[config.mk]
export PLATFORM = sky130hd
export DESIGN_NAME = slave_rx
export DESIGN_NICKNAME = d
export VERILOG_FILES = /design/src/rtl/slave_rx.sv
export SDC_FILE = /design/constraint.sdc
export NUM_CORES = 1
export LEC_CHECK = 0
export CORE_MARGIN = 2
export CORE_UTILIZATION = 45
export CTS_BUF_LIST = sky130_fd_sc_hd__clkbuf_8 sky130_fd_sc_hd__clkbuf_16
export CTS_CLUSTER_DIAMETER = 100
export DETAILED_ROUTE_END_ITERATION = 10
export GPL_ROUTABILITY_DRIVEN = 0
export SYNTH_ARGS = -nofsm -noshare
export SYNTH_HDL_FRONTEND = slang
export SYNTH_SLANG_ARGS = --single-unit
export TNS_END_PERCENT = 30
[constraint.sdc]
create_clock -name clk -period 2.7 [get_ports clk]
set_input_delay 0.405 -clock clk [delete_from_list [all_inputs] [get_ports clk]]
set_output_delay 0.405 -clock clk [all_outputs]
set_load 0.02 [all_outputs]
[src/rtl/slave_rx.sv]
// slave_rx: valid/ready byte-stream sink with a circular buffer, read port, occupancy FSM and sticky errors.
// Optional: define RX_WORD_CNT_EN to add the rx_cnt accepted-word counter output.
module slave_rx #(
    parameter int WIDTH = 8,
    parameter int AW    = 4
) (
    input  logic             clk,
    input  logic             rst_n,
    input  logic             valid,
    input  logic [WIDTH-1:0] data_in,
    output logic             ready,
    input  logic             rd_en,
    output logic [WIDTH-1:0] data_out,
    output logic             empty,
    output logic             full,
    output logic [AW:0]      count,
    output logic [1:0]       state,
`ifdef RX_WORD_CNT_EN
    output logic [15:0]      rx_cnt,
`endif
    output logic [1:0]       err
);
    localparam int DEPTH_N = 1 << AW;
    localparam logic [AW:0] DEPTH = (AW+1)'(1) << AW;

    typedef enum logic [1:0] {S_EMPTY = 2'd0, S_PARTIAL = 2'd1, S_FULL = 2'd2, S_DRAIN = 2'd3} state_t;

    logic [WIDTH-1:0] mem_q [0:DEPTH_N-1];
    logic [AW-1:0]    wr_ptr_q, rd_ptr_q;
    logic [AW:0]      count_q, count_d;
    logic             ready_q, empty_q, full_q;
    logic [WIDTH-1:0] data_out_q;
    logic [1:0]       err_q;
    state_t           state_q, state_d;
    logic             prev_valid_q, prev_ready_q;
    logic [WIDTH-1:0] prev_data_q;
    logic             accept, pop, underflow, proto_err;

    // Handshake decode; ready comes from a register so valid/rd_en never reach it combinationally
    always_comb begin
        accept    = valid && ready_q;
        pop       = rd_en && !empty_q;
        underflow = rd_en && empty_q;
        proto_err = prev_valid_q && !prev_ready_q && (!valid || data_in != prev_data_q);
        count_d   = count_q + (AW+1)'(accept) - (AW+1)'(pop);
    end

    // Occupancy FSM next state; S_DRAIN marks the cycle right after space reopens from full
    always_comb begin
        state_d = state_q;
        case (state_q)
            S_EMPTY:   state_d = accept ? S_PARTIAL : S_EMPTY;
            S_PARTIAL: state_d = (count_d == DEPTH) ? S_FULL : (count_d == '0) ? S_EMPTY : S_PARTIAL;
            S_FULL:    state_d = pop ? S_DRAIN : S_FULL;
            S_DRAIN:   state_d = (count_d == '0) ? S_EMPTY : (count_d == DEPTH) ? S_FULL : S_PARTIAL;
            default:   state_d = S_EMPTY;
        endcase
    end

    // Buffer storage; contents need no reset because the pointers define validity
    always_ff @(posedge clk) begin
        if (accept) mem_q[wr_ptr_q] <= data_in;
    end

    // Pointers, occupancy, read data, ready and status flags
    always_ff @(posedge clk) begin
        if (!rst_n) begin
            wr_ptr_q   <= '0;
            rd_ptr_q   <= '0;
            count_q    <= '0;
            data_out_q <= '0;
            ready_q    <= 1'b0;
            empty_q    <= 1'b1;
            full_q     <= 1'b0;
            state_q    <= S_EMPTY;
        end else begin
            if (accept) wr_ptr_q <= wr_ptr_q + AW'(1);
            if (pop) begin
                rd_ptr_q   <= rd_ptr_q + AW'(1);
                data_out_q <= mem_q[rd_ptr_q];
            end
            count_q <= count_d;
            ready_q <= count_d < DEPTH;
            empty_q <= count_d == '0;
            full_q  <= count_d == DEPTH;
            state_q <= state_d;
        end
    end

    // Protocol history and sticky error flags, cleared only by reset
    always_ff @(posedge clk) begin
        if (!rst_n) begin
            prev_valid_q <= 1'b0;
            prev_ready_q <= 1'b0;
            prev_data_q  <= '0;
            err_q        <= '0;
        end else begin
            prev_valid_q <= valid;
            prev_ready_q <= ready_q;
            prev_data_q  <= data_in;
            err_q        <= err_q | {proto_err, underflow};
        end
    end

`ifdef RX_WORD_CNT_EN
    logic [15:0] rx_cnt_q;

    // Accepted-word counter, wraps naturally at 16 bits
    always_ff @(posedge clk) begin
        if (!rst_n) rx_cnt_q <= '0;
        else if (accept) rx_cnt_q <= rx_cnt_q + 16'd1;
    end

    assign rx_cnt = rx_cnt_q;
`endif

    assign ready    = ready_q;
    assign data_out = data_out_q;
    assign empty    = empty_q;
    assign full     = full_q;
    assign count    = count_q;
    assign state    = state_q;
    assign err      = err_q;
endmodule

==> results.yml <==
detailed_routing:
  top_layer: "met4"
  ant_nets: 0
  vias: 3518
  wl_met3_um: 399
  wl_um: 13000
  drcViolationCount: 0
  wl_per_cell_um: 19.6
  dr.pass1.iters: 4
  via_per_inst: 5.31
  met1_length_um: 5920
  dr_wl_met2_um: 6520
  drt-initial-drc-count: 346
timing:
  setup_viol: 0
  rsz0062_at_grt: "yes"
  finalSetupTns_ps: 0
  max_slew_margin_pct: 47.9
  fin_crit_sh_pct: 94.4
  finalHoldViolations: 0
  slew_violations: 0
  fin_crit_ps: 2550
  fin_worst_skew_ps: 16.6
  fmaxAchievable_mhz: 392
  worstMarginPinSlew_ps: 779
min_path:
  hold_path_class: "flop to flop"
flow_run:
  drv_cap: 0
critical_path:
  start_kind: "input pin"
  critPathBufInv: 3
  critPathSlowestCell: "clkdlybuf4s50_1"
  endpoint_kind: "flop"
  slowest_delay_ps: 480
  cp_cell_sequence: "clkdlybuf4s50_1, and2_1, inv_1, ha_1, inv_1, ha_1, fa_1, xor2_1, nor4b_2, mux2i_2, o211a_1"
  cp_top_family: "adder cells"
  worstSetupPathType: "input pin to flop"
  crit_fanout: 4
  critical_path_required_ps: 3020
  cp_data_arrival_time_ps: 2870
yosys:
  ys.flop_type: "edfxtp_1"
  syn_area_per_cell_um2: 16.5
  ys_ff_latch: 166
  yosysSeqAreaShare_pct: 69.6
  syn_nets: 424
  synth_area_um2: 6610
  yosys-top-cells-area: "edfxtp_1 (58%), dfxtp_1 (12%), mux4_1 (5.2%)"
  ys.warnings.count: 0
  synthCells: 401
  yosys.area.top_type: "edfxtp_1"
  ys_async_sr_fraction_pct: 0
  synthDominantCellAreaShare_pct: 58.1
  synth_cell_types: 40
  synth_edf_count: 128
placed_design:
  dp.cells: 631
  dpl.hpwl_um: 8320
  numPortBuffers: 31
clocking:
  clk_latency_ps: 420
  cts_tree: "built"
  cts_hold_buffers: 0
  htree_num_levels: 4
  root_buffer: "clkbuf_16"
  clock_path_buffers: 2
  numCtsBuffers: 17
  cts_sinks: 166
  path_clk_slew_ps: 60
  cts_setup_buffers: 0
global_route:
  grt-ovfl-total: 0
  grt_use_total_pct: 17.9
  grt_pass1_wl_um: 20900
  antenna_found_initial: 0
  grt_pass1_vias: 3687
  grt_max_degree: 33
outcome:
  outcome: "completed"
pwr:
  ir_worst_vdd_uv: 468
  p_leak_nw: 2.69
  power_density_nw_per_um2: 822
cells_and_area:
  fin_nets: 489
  diodes: 0
  layout-drive-gt1-share_pct: 18.0
  fin_cells: 663
  fill_cells: 1156
  syn_to_final_growth_pct: 19.6
die:
  die_y_um: 125
  coreArea_um2: 14400
  die_area_um2: 15700
  die_w_um: 125
  pin_count: 32
  row_count: 44
  initial_core_util_pct: 45.9
-- placed cells by master (no fill, tap or decap), drive strengths merged, types with 2 or more instances in the layout --
| master | synthesis | routed |
|---|---|---|
| clkinvlp | 0 | 3 |
| dfxtp | 38 | 38 |
| a221o | 8 | 8 |
| nor2 | 14 | 14 |
| and2 | 23 | 23 |
| xor2 | 10 | 10 |
| nand4 | 2 | 2 |
| nor4 | 9 | 9 |
| edfxtp | 128 | 128 |
| a2111oi | 7 | 7 |
| clkbuf | 10 | 19 |
| a211oi | 7 | 7 |
| mux4 | 18 | 18 |
| clkdlybuf4s50 | 0 | 31 |
| clkinv | 0 | 4 |
| inv | 9 | 13 |
| mux2i | 3 | 3 |
| buf | 10 | 35 |
| a21oi | 3 | 3 |
| nor2b | 18 | 18 |
| nand3 | 2 | 2 |
| xnor2 | 9 | 9 |
| nand2b | 5 | 5 |
| nand2 | 12 | 12 |
| o22ai | 7 | 7 |
| bufinv | 0 | 2 |
| a21o | 2 | 2 |
| ha | 10 | 10 |
| mux2 | 22 | 22 |
| nor3 | 5 | 5 |
-- cells in the mapped netlist, drive strengths merged (2+ instances only) --
master	n
a2111oi	7
a211oi	7
a21o	2
a21oi	3
a221o	8
and2	23
buf	10
clkbuf	10
dfxtp	38
edfxtp	128
ha	10
inv	9
mux2	22
mux2i	3
mux4	18
nand2	12
nand2b	5
nand3	2
nand4	2
nor2	14
nor2b	18
nor3	5
nor4	9
o22ai	7
xnor2	9
xor2	10
-- flip-flops by register name (all words and copies together), names as in the netlist --
name	flops
rd_ptr_q	4
prev_valid_q	1
data_out	8
ready	1
prev_ready_q	1
full	1
count	5
wr_ptr_q	4
prev_data_q	8
empty	1
mem_q	128
err	2
state	2
-- path summary, 6_finish.rpt --
| check | start | end | slack [ps] | depth (start not counted) |
|---|---|---|---|---|
| worst min register to register | err[1] | err[1] | 470 | 1 |
| worst max register to register | ready | state[0] | 260 | 10 |
| worst min-delay path | err[1] | err[1] | 470 | 1 |
| worst max-delay path | valid | state[0] | 150 | 11 |
-- power breakdown --
| part | leakage [nW] | switching, W | internal [W] |
|---|---|---|---|
| combinational | 0.943 | 0.000627 | 0.000592 |
| sequential | 1.46 | 0.0000934 | 0.00288 |
| clock | 0.287 | 0.000923 | 0.00139 |
-- routing by layer --
layer | track usage, % | vias to the layer above
met2 | 29.3 | 51
met3 | 3.47 | 14
met1 | 23.7 | 1779
li1 | - | 1674
met4 | 7.06 | 0
met5 | 0 | -
-- cells by family (layout without fill, tap and decap cells) --
logic type | Yosys count | in the layout | synth area share [%]
muxes | 43 | 43 | 11.1
adders and majority gates | 11 | 11 | 2.19
xor gates and xnor gates | 19 | 19 | 2.52
and+or+nand+nor | 92 | 92 | 7.64
buffers and inverters | 29 | 107 | 2.10
DFF | 166 | 166 | 69.6
AOI/OAI and AO/OA | 41 | 41 | 4.86
-- area by class of cell --
class                      instances  area [um^2]  area share, %
clock buffer                      19          453           5.73
clock inverter                    13          116           1.47
inverter                           9         33.8          0.427
multi-input combinational        206         1880           23.8
sequential                       166         4610           58.2
tap                              184          230           2.91
timing repair buffer              66          586           7.40
-- through the flow --
stage | instance area [um^2] | utilization [%] | power, W | hold WS (ps) | setup WS, ps
after CTS | 7900 | 54.7 | 0.00650 | 477 | 108
final | 7910 | 54.8 | 0.00650 | 471 | 151
after detailed placement | 7330 | 50.8 | 0.00419 | 458 | -325
after global placement | 7330 | 50.8 | 0.00418 | 453 | -245
after global routing | 7910 | 54.8 | 0.00680 | 506 | -32.7
after floorplan | 6610 | - | 0.00376 | 489 | 17.7
-- repair_timing --
item / CTS / global route
setup endpoints to repair: 0 / 5
gates resized for setup: 0 / 3
hold endpoints to repair: 0 / 0
No activity file was read; power rests on OpenSTA's default activity.
==> patch 1: new RTL, same settings <==
Register the output `count` once more, with the module's reset; this adds one clock of latency there. The other outputs are not delayed to match.
--- a/src/rtl/slave_rx.sv
+++ b/src/rtl/slave_rx.sv
@@ -118,7 +118,13 @@
     assign data_out = data_out_q;
     assign empty    = empty_q;
     assign full     = full_q;
-    assign count    = count_q;
+    always_ff @(posedge clk) begin
+        if (!rst_n) begin
+            count <= '0;
+        end else begin
+            count <= count_q;
+        end
+    end
     assign state    = state_q;
     assign err      = err_q;
 endmodule
Behaviour: not the same (Yosys sat finds a counterexample within 4 cycles, from zero or initial values and one cycle with rst_n low).
==> patch 1 against the unedited design <==
Combinational power shrank 5%; design area grew 1.0%; global-route usage shrank 0.67 points; total power shrank 2.2%; area after synthesis grew 2.0%; clock power shrank 8%; clock skew shrank 0.010 ns; critical endpoint unchanged; sequential power grew 3%; sequential cell count grew 5; final cell count grew 1.4%; critical path depth is the same; largest power group unchanged; highest routed layer unchanged; worst setup slack gained 0.039 ns; wire length shrank 0.11%.
==> patch 1: results (changes against the unedited design) <==
Layout
  • # clk buffers: 17 (-2)
  • Multi-In Gates: 211 (+2.4%)
  • Multi-input combinational area share: 23.89% (+0.062 points)
  • Clock-cell share: 6.501% (-0.70 points)
  • NonClk Buf Share: 7.393% (-0.010 points)
  • Non-clk bufs: 65 (-1.5%)

Yosys
  • Synth top area share: 56.96% (-1.2 points)
  • Register bit total from synthesis: 171 (+3.0%)
  • Synthesized area per cell: 16.38 um2 (-0.70%)
  • Multiplexer share of the synthesized area: 10.85% (-0.22 points)
  • Most common library cells after synthesis: edfxtp_1 (128), dfxtp_1 (43), and2_1 (28)
  • XOR/XNOR share of the synthesized area: 2.466% (-0.050 points)
  • Mapped Nets: 435 (+2.6%)
  • Sequential share of the synthesized area: 69.72% (+0.10 points)
  • Synth Area in Adders: 2.151% (-0.044 points)

Timing
  • Max transition margin: 51.48% (+3.5 points)
  • Final worst clock skew: 0.006227 ns (-0.01041 ns)

Pwr
  • VDD IR max: 0.4656 mV (-0.61%)
  • Leakage: 2.730 nW (+1.3%)

Global route
  • Largest net degree at the start of global routing: 38 (+15%)
  • All-Layer GR Usage: 17.19% (-0.67 points)

Setup path
  • Arr. time, crit path: 2.81 ns (-0.06 ns)

Place
  • Post-DP HPWL: 8369 um (+0.55%)
  • Post-place setup slack: -0.3208 ns (+0.004156 ns)
  • Placed cell areas: 7462 um2 (+1.9%)

Routing
  • Final wirelength: 12990 um (-0.11%)
  • Avg Vias per Cell: 5.394 (+1.7%)
  • Via count: 3625 (+3.0%)

Outcome
  • Status: complete, no violations
patch 1: cell count changes in the layout (fill, tap and decap cells not counted), moves of 2 or more:
cell	before	now
dfxtp_1	37	42
buf_4	34	32
clkinv_2	3	5
mux2_1	7	5
clkinvlp_4	3	1
clkbuf_8	2	0
and2_1	23	28
clkinv_1	1	3
mux2_2	15	17
patch 1: per-stage QoR:
| stage | util [%] | hold WS [ns] |
|---|---|---|
| 6_report | 54.75 | 0.4785 |
| 2_1_floorplan | - | 0.4414 |
| 3_3_place_gp | 51.15 | 0.4560 |
| 4_1_cts | 54.71 | 0.4879 |
| 3_5_place_dp | 51.15 | 0.4683 |
| 5_1_grt | 54.75 | 0.5038 |
patch 1: per-layer routing:
layer / wire length [um] / GRT usage, % / vias up
li1: - / - / 1711
met4: 136 / 6.399 / 0
met3: 336 / 4.091 / 10
met1: 6000 / 22.39 / 1853
met2: 6520 / 28.22 / 51
met5: 0 / 0 / -
patch 1: logic make-up (layout without fill, tap and decap cells):
| logic type | count (synthesis) | after routing |
|---|---|---|
| fa+ha+maj | 11 | 11 |
| flops | 171 | 171 |
| xor+xnor | 19 | 19 |
| mux | 43 | 43 |
| compound gates | 41 | 41 |
| simple gates | 97 | 97 |
| buf+inv | 30 | 106 |
patch 1: how the worst max path moves through the flow:
stage,startpoint,endpoint,slack (ns)
CTS,valid,state[0],0.16
floorplan,ready,state[0],0.02
global route,valid,state[1],0.03
finish,valid,state[0],0.19
global placement,valid,state[0],-0.25
detailed placement,valid,state[0],-0.32
patch 1: power breakdown:
part           switching, W  leakage, nW  internal, W
clock              0.000904        0.269      0.00123
combinational      0.000598        0.955     0.000563
sequential        0.0000894         1.51      0.00297
total               0.00159         2.73      0.00476
==> patch 2: new RTL, same flow settings <==
Without the edit above. The parameter `WIDTH` goes from 8 to 12.
--- a/src/rtl/slave_rx.sv
+++ b/src/rtl/slave_rx.sv
@@ -1,7 +1,7 @@
 // slave_rx: valid/ready byte-stream sink with a circular buffer, read port, occupancy FSM and sticky errors.
 // Optional: define RX_WORD_CNT_EN to add the rx_cnt accepted-word counter output.
 module slave_rx #(
-    parameter int WIDTH = 8,
+    parameter int WIDTH = 12,
     parameter int AW    = 4
 ) (
     input  logic             clk,
Interface: changed (resized data_in and data_out); port bits go from 32 to 40. The function was not compared with the original's and may differ.
==> patch 2 against the unedited design <==
Area after synthesis is 39% higher; register-to-register slack about the same; count of clock-buffer cells in the layout grew 7; worst setup slack improved by 0.071 ns; clock power increased by 38%; clock skew decreased by 0.0095 ns; sequential cell count up 72; sequential share of layout area up 3.1 points; first-iteration DRC count is 19% lower; design area is 38% higher; wire length increased by 37%; total power up 35%; largest power group unchanged.
==> patch 2: results (changes against the unedited design) <==
Clock tree
  • H-tree levels: 1 (-3)
  • Clk_lat worst skew: 0.51 ns (+0.09 ns)
  • Clk buf depth: 3 (+1)
  • Clock root cell: clkbuf_16

Yosys
  • Synth area leaders: edfxtp_1 (63%), dfxtp_1 (10%), mux4_2 (7.3%), mux4_1 (5.1%), xnor2_1 (1.9%)
  • Most common library cells after synthesis: edfxtp_1 (192), dfxtp_1 (46), mux4_2 (30)
  • Number of synthesized flops with an enable pin: 192 (+50%)
  • Sequential share of the synthesized area: 72.57% (+3.0 points)
  • Cell variety after synth: 38 (-5.0%)
  • Post-synthesis cell count: 480 (+20%)
  • Mapped Nets: 507 (+20%)

Layout
  • Max FFs per register: 192 (+50%)
  • Final #Nets: 583 (+19%)
  • Fill count: 1625 (+41%)
  • Share of cells above drive strength 1: 20.91% (+3.0 points)
  • Largest Register: mem_q

Place
  • # port buffers: 39 (+26%)
  • Post-DP HPWL: 10920 um (+31%)
  • Inst Count DP: 800 (+27%)

Global route
  • GRT met3 Usage: 2.702% (-0.76 points)
  • Number of global-route vias before repair: 4829 (+31%)
  • Met1 Usage GRT: 23.16% (-0.55 points)
  • Met2 Track Usage GR: 29.11% (-0.17 points)
  • All-Layer GR Usage: 17.05% (-0.81 points)
  • Wire length of the first global-routing pass: 28210 um (+35%)
  • Largest net degree at the start of global routing: 52 (+58%)

Routing
  • Final wirelength: 17820 um (+37%)
  • 1st-iter DRT viols: 280 (-19%)
  • Routed length per placed instance: 21.11 um (+7.6%)
  • First-pass DRT Iterations: 5 (+1)
  • Avg Vias per Cell: 5.404 (+1.8%)

Pwr
  • Switch Pwr: 0.002097 W (+28%)
  • VDD IR max: 0.7739 mV (+65%)
  • Clock group: 0.00318 W (+38%)
  • Seq power: 0.00420 W (+41%)

Outcome
  • Status: complete, no violations

Timing
  • Final worst clock skew: 0.007084 ns (-0.009549 ns)
  • Max transition margin: 35.02% (-13 points)

Setup path
  • Arr. time, crit path: 2.90 ns (+0.03 ns)

Worst hold path
  • WHS Endpoint: prev_ready_q
patch 2: cell types whose count changed in the layout (fill, tap and decap cells not counted), moves of 8 or more:
cell	change
a22o_1	+12
clkbuf_16	+8
clkdlybuf4s50_1	+8
edfxtp_1	+64
mux4_2	+25
nor2b_1	-14
xnor2_1	+11
patch 2: cell families after synthesis:
group	share of synthesized area, %
flip-flops	72.57
AND/OR/NAND/NOR	4.495
multiplexers	14.15
AO/OA/AOI/OAI	3.232
buffers and inverters	1.792
XOR/XNOR	2.186
adder cells (fa/ha/maj)	1.575
patch 2: through the flow:
stage          cell area, um2  hold slack, ns  setup slack (ns)
5_1_grt                 10900          0.5158          0.003176
2_1_floorplan            9215          0.4473           0.08831
3_5_place_dp            10120          0.4566           -0.3654
4_1_cts                 10890          0.4852            0.1358
6_report                10900          0.4796            0.2227
3_3_place_gp            10120          0.4531           -0.3134
patch 2: area by class of cell:
class / count / share of cell area, %
Clock buffer: 26 / 5.866
Clock inverter: 18 / 1.194
Multi-Input combinational cell: 207 / 21.91
Tap cell: 270 / 3.100
Timing Repair Buffer: 76 / 6.245
Sequential cell: 238 / 61.37
Inverter: 9 / 0.3100
patch 2: repair_timing:
item                                    4_1_cts  5_1_grt
hold buffers                                  0        0
resized for setup                             0        1
endpoints found under the setup margin        0        3
patch 2: worst max-delay path by stage:
stage,slack (ns),to,startpoint,cells after the start
3_5_place_dp,-0.37,state[1],valid,11
4_1_cts,0.14,state[1],valid,11
2_1_floorplan,0.09,state[0],ready,11
5_1_grt,0.003,state[1],ready,10
3_3_place_gp,-0.31,state[0],valid,11
6_report,0.22,state[1],valid,11
patch 2: layer usage:
metal | up-vias | share of wire (%)
met5 | - | 0
met4 | 0 | 1.7
met3 | 29 | 4.9
met2 | 109 | 51
met1 | 2364 | 43
li1 | 2059 | -
